--- config.mk ---
export PLATFORM = sky130hd
export DESIGN_NAME = key_repeat_conditioner
export DESIGN_NICKNAME = d
export VERILOG_FILES = /design/src/rtl/key_repeat_conditioner_pkg.sv /design/src/rtl/key_repeat_conditioner_key_channel.sv /design/src/rtl/key_repeat_conditioner.sv
export SDC_FILE = /design/constraint.sdc
export NUM_CORES = 1
export LEC_CHECK = 0
export ABC_CLOCK_PERIOD_IN_PS = 3000
export CAP_MARGIN = 20
export CELL_PAD_IN_SITES_DETAIL_PLACEMENT = 0
export CELL_PAD_IN_SITES_GLOBAL_PLACEMENT = 1
export CORE_MARGIN = 5
export CORE_UTILIZATION = 49
export CTS_BUF_LIST = sky130_fd_sc_hd__clkbuf_8
export CTS_CLUSTER_SIZE = 8
export DETAILED_ROUTE_END_ITERATION = 6
export PLACE_DENSITY = 0.88
export SLEW_MARGIN = 20
export SYNTH_ARGS = -nofsm -noshare
export SYNTH_HDL_FRONTEND = slang
export SYNTH_SLANG_ARGS = --single-unit
--- constraint.sdc ---
create_clock -name clock -period 3 [get_ports clock]
set_input_delay 0.6 -clock clock [delete_from_list [all_inputs] [get_ports clock]]
set_output_delay 0.6 -clock clock [all_outputs]
set_load 0.02 [all_outputs]
--- src/rtl/key_repeat_conditioner_pkg.sv ---
// Shared constants for the key conditioner: key bit positions, repeat FSM
// state encoding and default timing.
package key_repeat_conditioner_pkg;

  localparam int NKEYS_DEF        = 6;
  localparam int DEB_TICKS_DEF    = 4;
  localparam int REPEAT_DELAY_DEF = 32;
  localparam int REPEAT_RATE_DEF  = 8;
  localparam int CW_DEF           = 6;

  // Bit positions inside keys_n / key_level / pending
  localparam int KEY_B    = 0;
  localparam int KEY_A    = 1;
  localparam int KEY_BTN0 = 2;
  localparam int KEY_BTN1 = 3;
  localparam int KEY_BTN2 = 4;
  localparam int KEY_BTN3 = 5;

  typedef enum logic [1:0] {
    ST_IDLE   = 2'd0,
    ST_DELAY  = 2'd1,
    ST_REPEAT = 2'd2
  } rep_state_t;

endpackage

--- src/rtl/key_repeat_conditioner_key_channel.sv ---
// One key: 2-flop synchronizer, tick-based debounce and auto-repeat FSM.
// o_event is combinational so the top can set pending on the same edge
// as the condition (the press event shares its edge with the level rise).
//
// state     | meaning
// ----------+---------------------------------------------------------
// ST_IDLE   | key released, waiting for the debounced level to rise
// ST_DELAY  | pressed, counting towards the first repeat (saturates
//           | at the last count while repeat is disabled)
// ST_REPEAT | pressed, emitting an event every REPEAT_RATE ticks
module key_channel
  import key_repeat_conditioner_pkg::*;
#(
  parameter int DEB_TICKS    = DEB_TICKS_DEF,
  parameter int REPEAT_DELAY = REPEAT_DELAY_DEF,
  parameter int REPEAT_RATE  = REPEAT_RATE_DEF,
  parameter int CW           = CW_DEF
) (
  input  logic clock,
  input  logic rst,
  input  logic i_tick,
  input  logic i_key_n,
  input  logic i_en_repeat,
  output logic o_level,
  output logic o_event
);

  localparam logic [CW-1:0] DEB_LAST = CW'(DEB_TICKS - 1);
  localparam logic [CW-1:0] RD_LAST  = CW'(REPEAT_DELAY - 1);
  localparam logic [CW-1:0] RR_LAST  = CW'(REPEAT_RATE - 1);

  logic          r_sync1;
  logic          r_sync2;
  logic          r_level;
  logic [CW-1:0] r_dcnt;
  logic [CW-1:0] r_rcnt;
  rep_state_t    r_state;

  logic w_differ;
  logic w_flip;
  logic w_rise;
  logic w_fall;
  logic w_event;

  assign w_differ = r_sync2 ^ r_level;
  assign w_flip   = i_tick & w_differ & (r_dcnt == DEB_LAST);
  assign w_rise   = w_flip & ~r_level;
  assign w_fall   = w_flip & r_level;

  // Bring the raw active-low button into the clock domain as active-high
  always_ff @(posedge clock or negedge rst) begin
    if (!rst) begin
      r_sync1 <= 1'b0;
      r_sync2 <= 1'b0;
    end else begin
      r_sync1 <= ~i_key_n;
      r_sync2 <= r_sync1;
    end
  end

  // Debounce: level flips only after DEB_TICKS consecutive differing ticks
  always_ff @(posedge clock or negedge rst) begin
    if (!rst) begin
      r_level <= 1'b0;
      r_dcnt  <= '0;
    end else if (i_tick) begin
      if (!w_differ) begin
        r_dcnt <= '0;
      end else if (r_dcnt == DEB_LAST) begin
        r_level <= ~r_level;
        r_dcnt  <= '0;
      end else begin
        r_dcnt <= r_dcnt + CW'(1);
      end
    end
  end

  // Event strobe; a release on this tick suppresses any repeat event.
  // Losing en_repeat on a REPEAT tick takes priority over the rate event.
  always_comb begin
    w_event = 1'b0;
    if (i_tick && !w_fall) begin
      case (r_state)
        ST_IDLE:   w_event = w_rise;
        ST_DELAY:  w_event = i_en_repeat && (r_rcnt == RD_LAST);
        ST_REPEAT: w_event = i_en_repeat && (r_rcnt == RR_LAST);
        default:   w_event = 1'b0;
      endcase
    end
  end

  // Repeat FSM and its tick counter
  always_ff @(posedge clock or negedge rst) begin
    if (!rst) begin
      r_state <= ST_IDLE;
      r_rcnt  <= '0;
    end else if (w_fall) begin
      r_state <= ST_IDLE;
      r_rcnt  <= '0;
    end else if (i_tick) begin
      case (r_state)
        ST_IDLE: begin
          if (w_rise) begin
            r_state <= ST_DELAY;
            r_rcnt  <= '0;
          end
        end
        ST_DELAY: begin
          if (r_rcnt == RD_LAST) begin
            if (i_en_repeat) begin
              r_state <= ST_REPEAT;
              r_rcnt  <= '0;
            end
          end else begin
            r_rcnt <= r_rcnt + CW'(1);
          end
        end
        ST_REPEAT: begin
          if (!i_en_repeat) begin
            r_state <= ST_DELAY;
            r_rcnt  <= RD_LAST;
          end else if (r_rcnt == RR_LAST) begin
            r_rcnt <= '0;
          end else begin
            r_rcnt <= r_rcnt + CW'(1);
          end
        end
        default: begin
          r_state <= ST_IDLE;
          r_rcnt  <= '0;
        end
      endcase
    end
  end

  assign o_level = r_level;
  assign o_event = w_event;

endmodule

--- src/rtl/key_repeat_conditioner.sv ---
// Key input stage: one key_channel per button, sticky pending flags and an
// irq/ack handshake that always presents the highest-index pending key.
module key_repeat_conditioner
  import key_repeat_conditioner_pkg::*;
#(
  parameter int NKEYS        = NKEYS_DEF,
  parameter int DEB_TICKS    = DEB_TICKS_DEF,
  parameter int REPEAT_DELAY = REPEAT_DELAY_DEF,
  parameter int REPEAT_RATE  = REPEAT_RATE_DEF,
  parameter int CW           = CW_DEF
) (
  input  logic             clock,
  input  logic             rst,
  input  logic             tick,
  input  logic [NKEYS-1:0] keys_n,
  input  logic             en_repeat,
  input  logic             ack,
  output logic [NKEYS-1:0] key_level,
  output logic [NKEYS-1:0] pending,
  output logic             irq,
  output logic [2:0]       irq_key
);

  logic [NKEYS-1:0] r_pending;
  logic [NKEYS-1:0] w_event;
  logic [NKEYS-1:0] w_clr;
  logic [2:0]       w_irq_key;
  logic             w_irq;

  for (genvar g = 0; g < NKEYS; g++) begin : g_ch
    key_channel #(
      .DEB_TICKS   (DEB_TICKS),
      .REPEAT_DELAY(REPEAT_DELAY),
      .REPEAT_RATE (REPEAT_RATE),
      .CW          (CW)
    ) u_ch (
      .clock      (clock),
      .rst        (rst),
      .i_tick     (tick),
      .i_key_n    (keys_n[g]),
      .i_en_repeat(en_repeat),
      .o_level    (key_level[g]),
      .o_event    (w_event[g])
    );
  end

  // Highest set pending bit wins; later iterations override earlier ones
  always_comb begin
    w_irq_key = '0;
    for (int i = 0; i < NKEYS; i++) begin
      if (r_pending[i]) w_irq_key = 3'(i);
    end
  end

  assign w_irq = |r_pending;

  // Ack clears only the key currently presented, and only if one is
  always_comb begin
    w_clr = '0;
    if (ack && w_irq) w_clr[w_irq_key] = 1'b1;
  end

  // Sticky flags: a same-clock event on the acked key wins over the clear
  always_ff @(posedge clock or negedge rst) begin
    if (!rst) r_pending <= '0;
    else      r_pending <= (r_pending & ~w_clr) | w_event;
  end

  assign pending = r_pending;
  assign irq     = w_irq;
  assign irq_key = w_irq_key;

endmodule

==> metrics.json, run 1 <==
{
  "yosys-top-cells-count": "108 x dfrtp_1, 75 x nand2_1, 64 x nor2_1",
  "swShare_pct": 42.8,
  "cts_max_path_buffers": 2,
  "number_of_buffers_inserted_during_clock_tree_synthesis": 9,
  "ys_seq_elements": 108,
  "drt_drc_violations_left": 0,
  "worst_ep_required_time_ns": 2.40,
  "max_stage_delay_ns": 0.66,
  "synth.largest_area_cell": "dfrtp_1",
  "crit_buf_inv": 1,
  "synth-main-ff-cell": "dfrtp_1",
  "die_area_sq_mm": 0.0161,
  "ir_worst_vdd_uv": 442,
  "source_of_the_worst_register_to_register_timing_path": "g_ch[0].u_ch.r_state[1]",
  "clk_pin_slew_ns": 0.11,
  "nNetsFinal": 826,
  "antenna_found_initial": 0,
  "synth_cell_type_count": 72,
  "setup_viol": 0,
  "nFillCells": 1178,
  "path_delay_family": "simple AND/OR/NAND/NOR gates",
  "drt_pass1_iterations": 6,
  "final_util_pct": 56.1,
  "p_int_mw": 3.33,
  "synthesis.nets": 787,
  "pwr_density_cell_mw_per_mm2": 778,
  "fraction_of_layout_instances_using_a_drive_strength_above_1_pct": 8.80,
  "num_rows": 42,
  "cp_data_arrival_time_ns": 2.24,
  "pin_count": 27,
  "antennaDiodeCount": 0,
  "proportion_of_synthesized_flip_flops_having_asynchronous_set_or_reset_pct": 100,
  "final.setup_skew_ns": 0.0139,
  "power.share.sequential_pct": 39.1,
  "first_pass_grt_wire_length_mm": 26.0,
  "critPathKind": "flip-flop to primary output",
  "syn_area_sq_mm": 0.00668,
  "synth.top_cells.by_area": "dfrtp_1 40%, ha_1 6.7%, nand2_1 4.2%",
  "max_slew_margin_pct": 37.6,
  "clkSinkCount": 108,
  "die_span_in_x_um": 127,
  "syn_to_final_growth_pct": 11.7,
  "cts_root_buffer": "clkbuf_8",
  "timing.critical_path.slowest_stage_cell": "or4b_2",
  "worstSetupPathDepth": 3,
  "comb_power_share_pct": 45.0,
  "first_global_vias": 5559,
  "worstPathMaxFanout": 5,
  "globalRoute.totalOverflow": 0,
  "cts_max_level": 3,
  "status": "finished, final reports clean",
  "io_buffers": 26,
  "cts_post_setup_buffers_inserted": 0,
  "setup.worst_path.start_class": "flip-flop",
  "fin_tns_setup_ns": 0,
  "rr_endpoint": "g_ch[0].u_ch.r_rcnt[2]",
  "power.static_leakage_nw": 3.26,
  "synthesis.yosys.warnings": 0,
  "period_needed_ns": 2.84,
  "grt.total_usage_pct": 19.5,
  "timing.hold.worst.class": "input port to async pin",
  "die-height_um": 127,
  "critical_path.endpoint_type": "primary output",
  "ctsHoldBuffers": 0,
  "drt-vias-per-instance": 5.92,
  "timing.fmax_mhz": 352,
  "post_cts_resize_count": 1,
  "layout_worst_path_cycle_share_pct": 94.7,
  "setup_repair_after_global_routing_missed_its_margin": "no",
  "detailed_place_hpwl_mm": 11.2,
  "clock_insertion_delay_worst_skew_ns": 0.40,
  "placeableCoreArea_sq_mm": 0.0133,
  "start_util_pct": 50.3,
  "pin_count_of_the_biggest_net_entering_global_routing": 44,
  "reg2reg_slack_ns": 0.39,
  "most_repeated_cell_in_the_gate_level_netlist_after_synthesis": "dfrtp_1",
  "synth_top_area_share_pct": 40.4,
  "p_clk_share_pct": 15.9,
  "dr.first_iter.drc_count": 412,
  "maxCapViolCount": 0,
  "routed_wire_length_per_instance_um": 15.9,
  "number_of_standard_cells_after_synthesis": 740,
  "wl_mm": 15.2,
  "worstPathCellList": "or2_2, or4b_2, dlygate4sd2_1",
  "number_of_hold_violations_in_the_final_report": 0,
  "worst_pin_slew_ns": 0.930,
  "p_sw_mw": 2.48,
  "final_antenna_net_count": 0,
  "route.vias.total": 5679,
  "synthesis.area_per_instance_sq_um": 9.03,
  "tritoncts": "built",
  "worstSetupEndpoint": "irq",
  "ys_seq_area_share_pct": 40.4,
  "r2r.worst_path.cells": 8,
  "synth-edff-count": 0,
  "gp_routability_congestion": 0.868,
  "final_count_of_pins_violating_max_slew": 0,
  "startpoint": "pending[5]"
}
[final cells by class]
type	instances	area [sq um]	area share [%]
flip-flops and latches	108	2700	36.2
repair buffers	55	487	6.52
multi-input cells	564	3700	49.6
clock inverters	7	75.1	1.01
clock buffers	9	124	1.66
inverters	41	154	2.06
well taps	176	220	2.95
[power by group through the flow]
| stage | Combinational [mW] | Sequential, mW | Clock (mW) |
|---|---|---|---|
| 3_5_place_dp | 2.60 | 2.28 | 0 |
| 5_1_grt | 2.94 | 2.33 | 1.02 |
| 6_report | 2.62 | 2.27 | 0.921 |
| 3_3_place_gp | 2.53 | 2.26 | 0 |
| 4_1_cts | 2.61 | 2.26 | 0.960 |
| 2_1_floorplan | 1.99 | 2.16 | 0 |
[cell usage in the layout (no fill, tap or decap), drive strengths merged, types with 9 or more instances in the layout]
master           n
dfrtp          108
nand2           75
nor2            64
inv             46
a21oi           44
o21ai           43
ha              36
nand3           31
buf             30
clkdlybuf4s50   24
xor2            17
nand2b          16
nand4           16
nor3            14
xnor2           14
nor2b           13
o31ai           13
or3             10
o41ai           10
a22o             9
clkbuf           9
[worst register-to-register path, delay by kind of cell (launching register included)]
family / cells / cell delay [ns]
simple gates: 1 / 0.28
fa+ha+maj: 1 / 0.28
compound gates: 4 / 1.15
flops: 1 / 0.43
buf+inv: 2 / 0.35
[stage by stage]
stage	setup WS [ns]	total power, mW	hold slack (ns)	area (sq um)	std cells
after floorplan	0.608	4.15	0.304	6680	740
after global placement	-0.0299	4.79	0.332	7260	944
after detailed placement	-0.0537	4.88	0.336	7260	944
after CTS	0.146	5.83	0.193	7460	960
after global routing	0.0978	6.29	0.209	7460	960
final	0.159	5.81	0.174	7460	960
[registers in the layout (all words and copies together) (netlist names)]
signal / cells
g_ch.u_ch.o_level: 6
g_ch.u_ch.r_dcnt: 36
g_ch.u_ch.r_state: 12
g_ch.u_ch.r_sync1: 6
g_ch.u_ch.r_rcnt: 36
pending: 6
g_ch.u_ch.r_sync2: 6
[kinds of logic after synthesis]
| logic type | count (synthesis) | synth area share (%) |
|---|---|---|
| flops | 108 | 40.4 |
| mux | 10 | 1.63 |
| simple gates | 291 | 22.4 |
| xor+xnor | 31 | 4.06 |
| buf+inv | 68 | 4.19 |
| compound gates | 196 | 20.5 |
| fa+ha+maj | 36 | 6.74 |
[layer usage]
layer  vias up  part of all wire (%)  track usage (%)
li1       2779                     -                -
met1      2758                    45             24.8
met2       122                    49             33.4
met3        20                   3.9             4.50
met4         0                   1.6             5.43
met5         -                     0                0
[worst min-delay path by stage]
stage                              start                      to  slack [ns]  cells past startpoint
finish                               rst  g_ch[1].u_ch.r_rcnt[4]        0.17                      1
global placement    g_ch[0].u_ch.r_sync1    g_ch[0].u_ch.r_sync2        0.33                      0
CTS                                  rst  g_ch[1].u_ch.r_rcnt[4]        0.19                      1
detailed placement  g_ch[0].u_ch.r_sync1    g_ch[0].u_ch.r_sync2        0.34                      0
floorplan                            rst    g_ch[0].u_ch.o_level        0.30                      0
global route                         rst  g_ch[1].u_ch.r_rcnt[4]        0.21                      1
No activity file was read; power rests on OpenSTA's default activity.
==> inputs of run 2 (changes only) <==
Settings changed: SLEW_MARGIN 20 to unset.
==> results of run 2 <==
No change in the layout: final DEF, timing and power equal those of run 1.
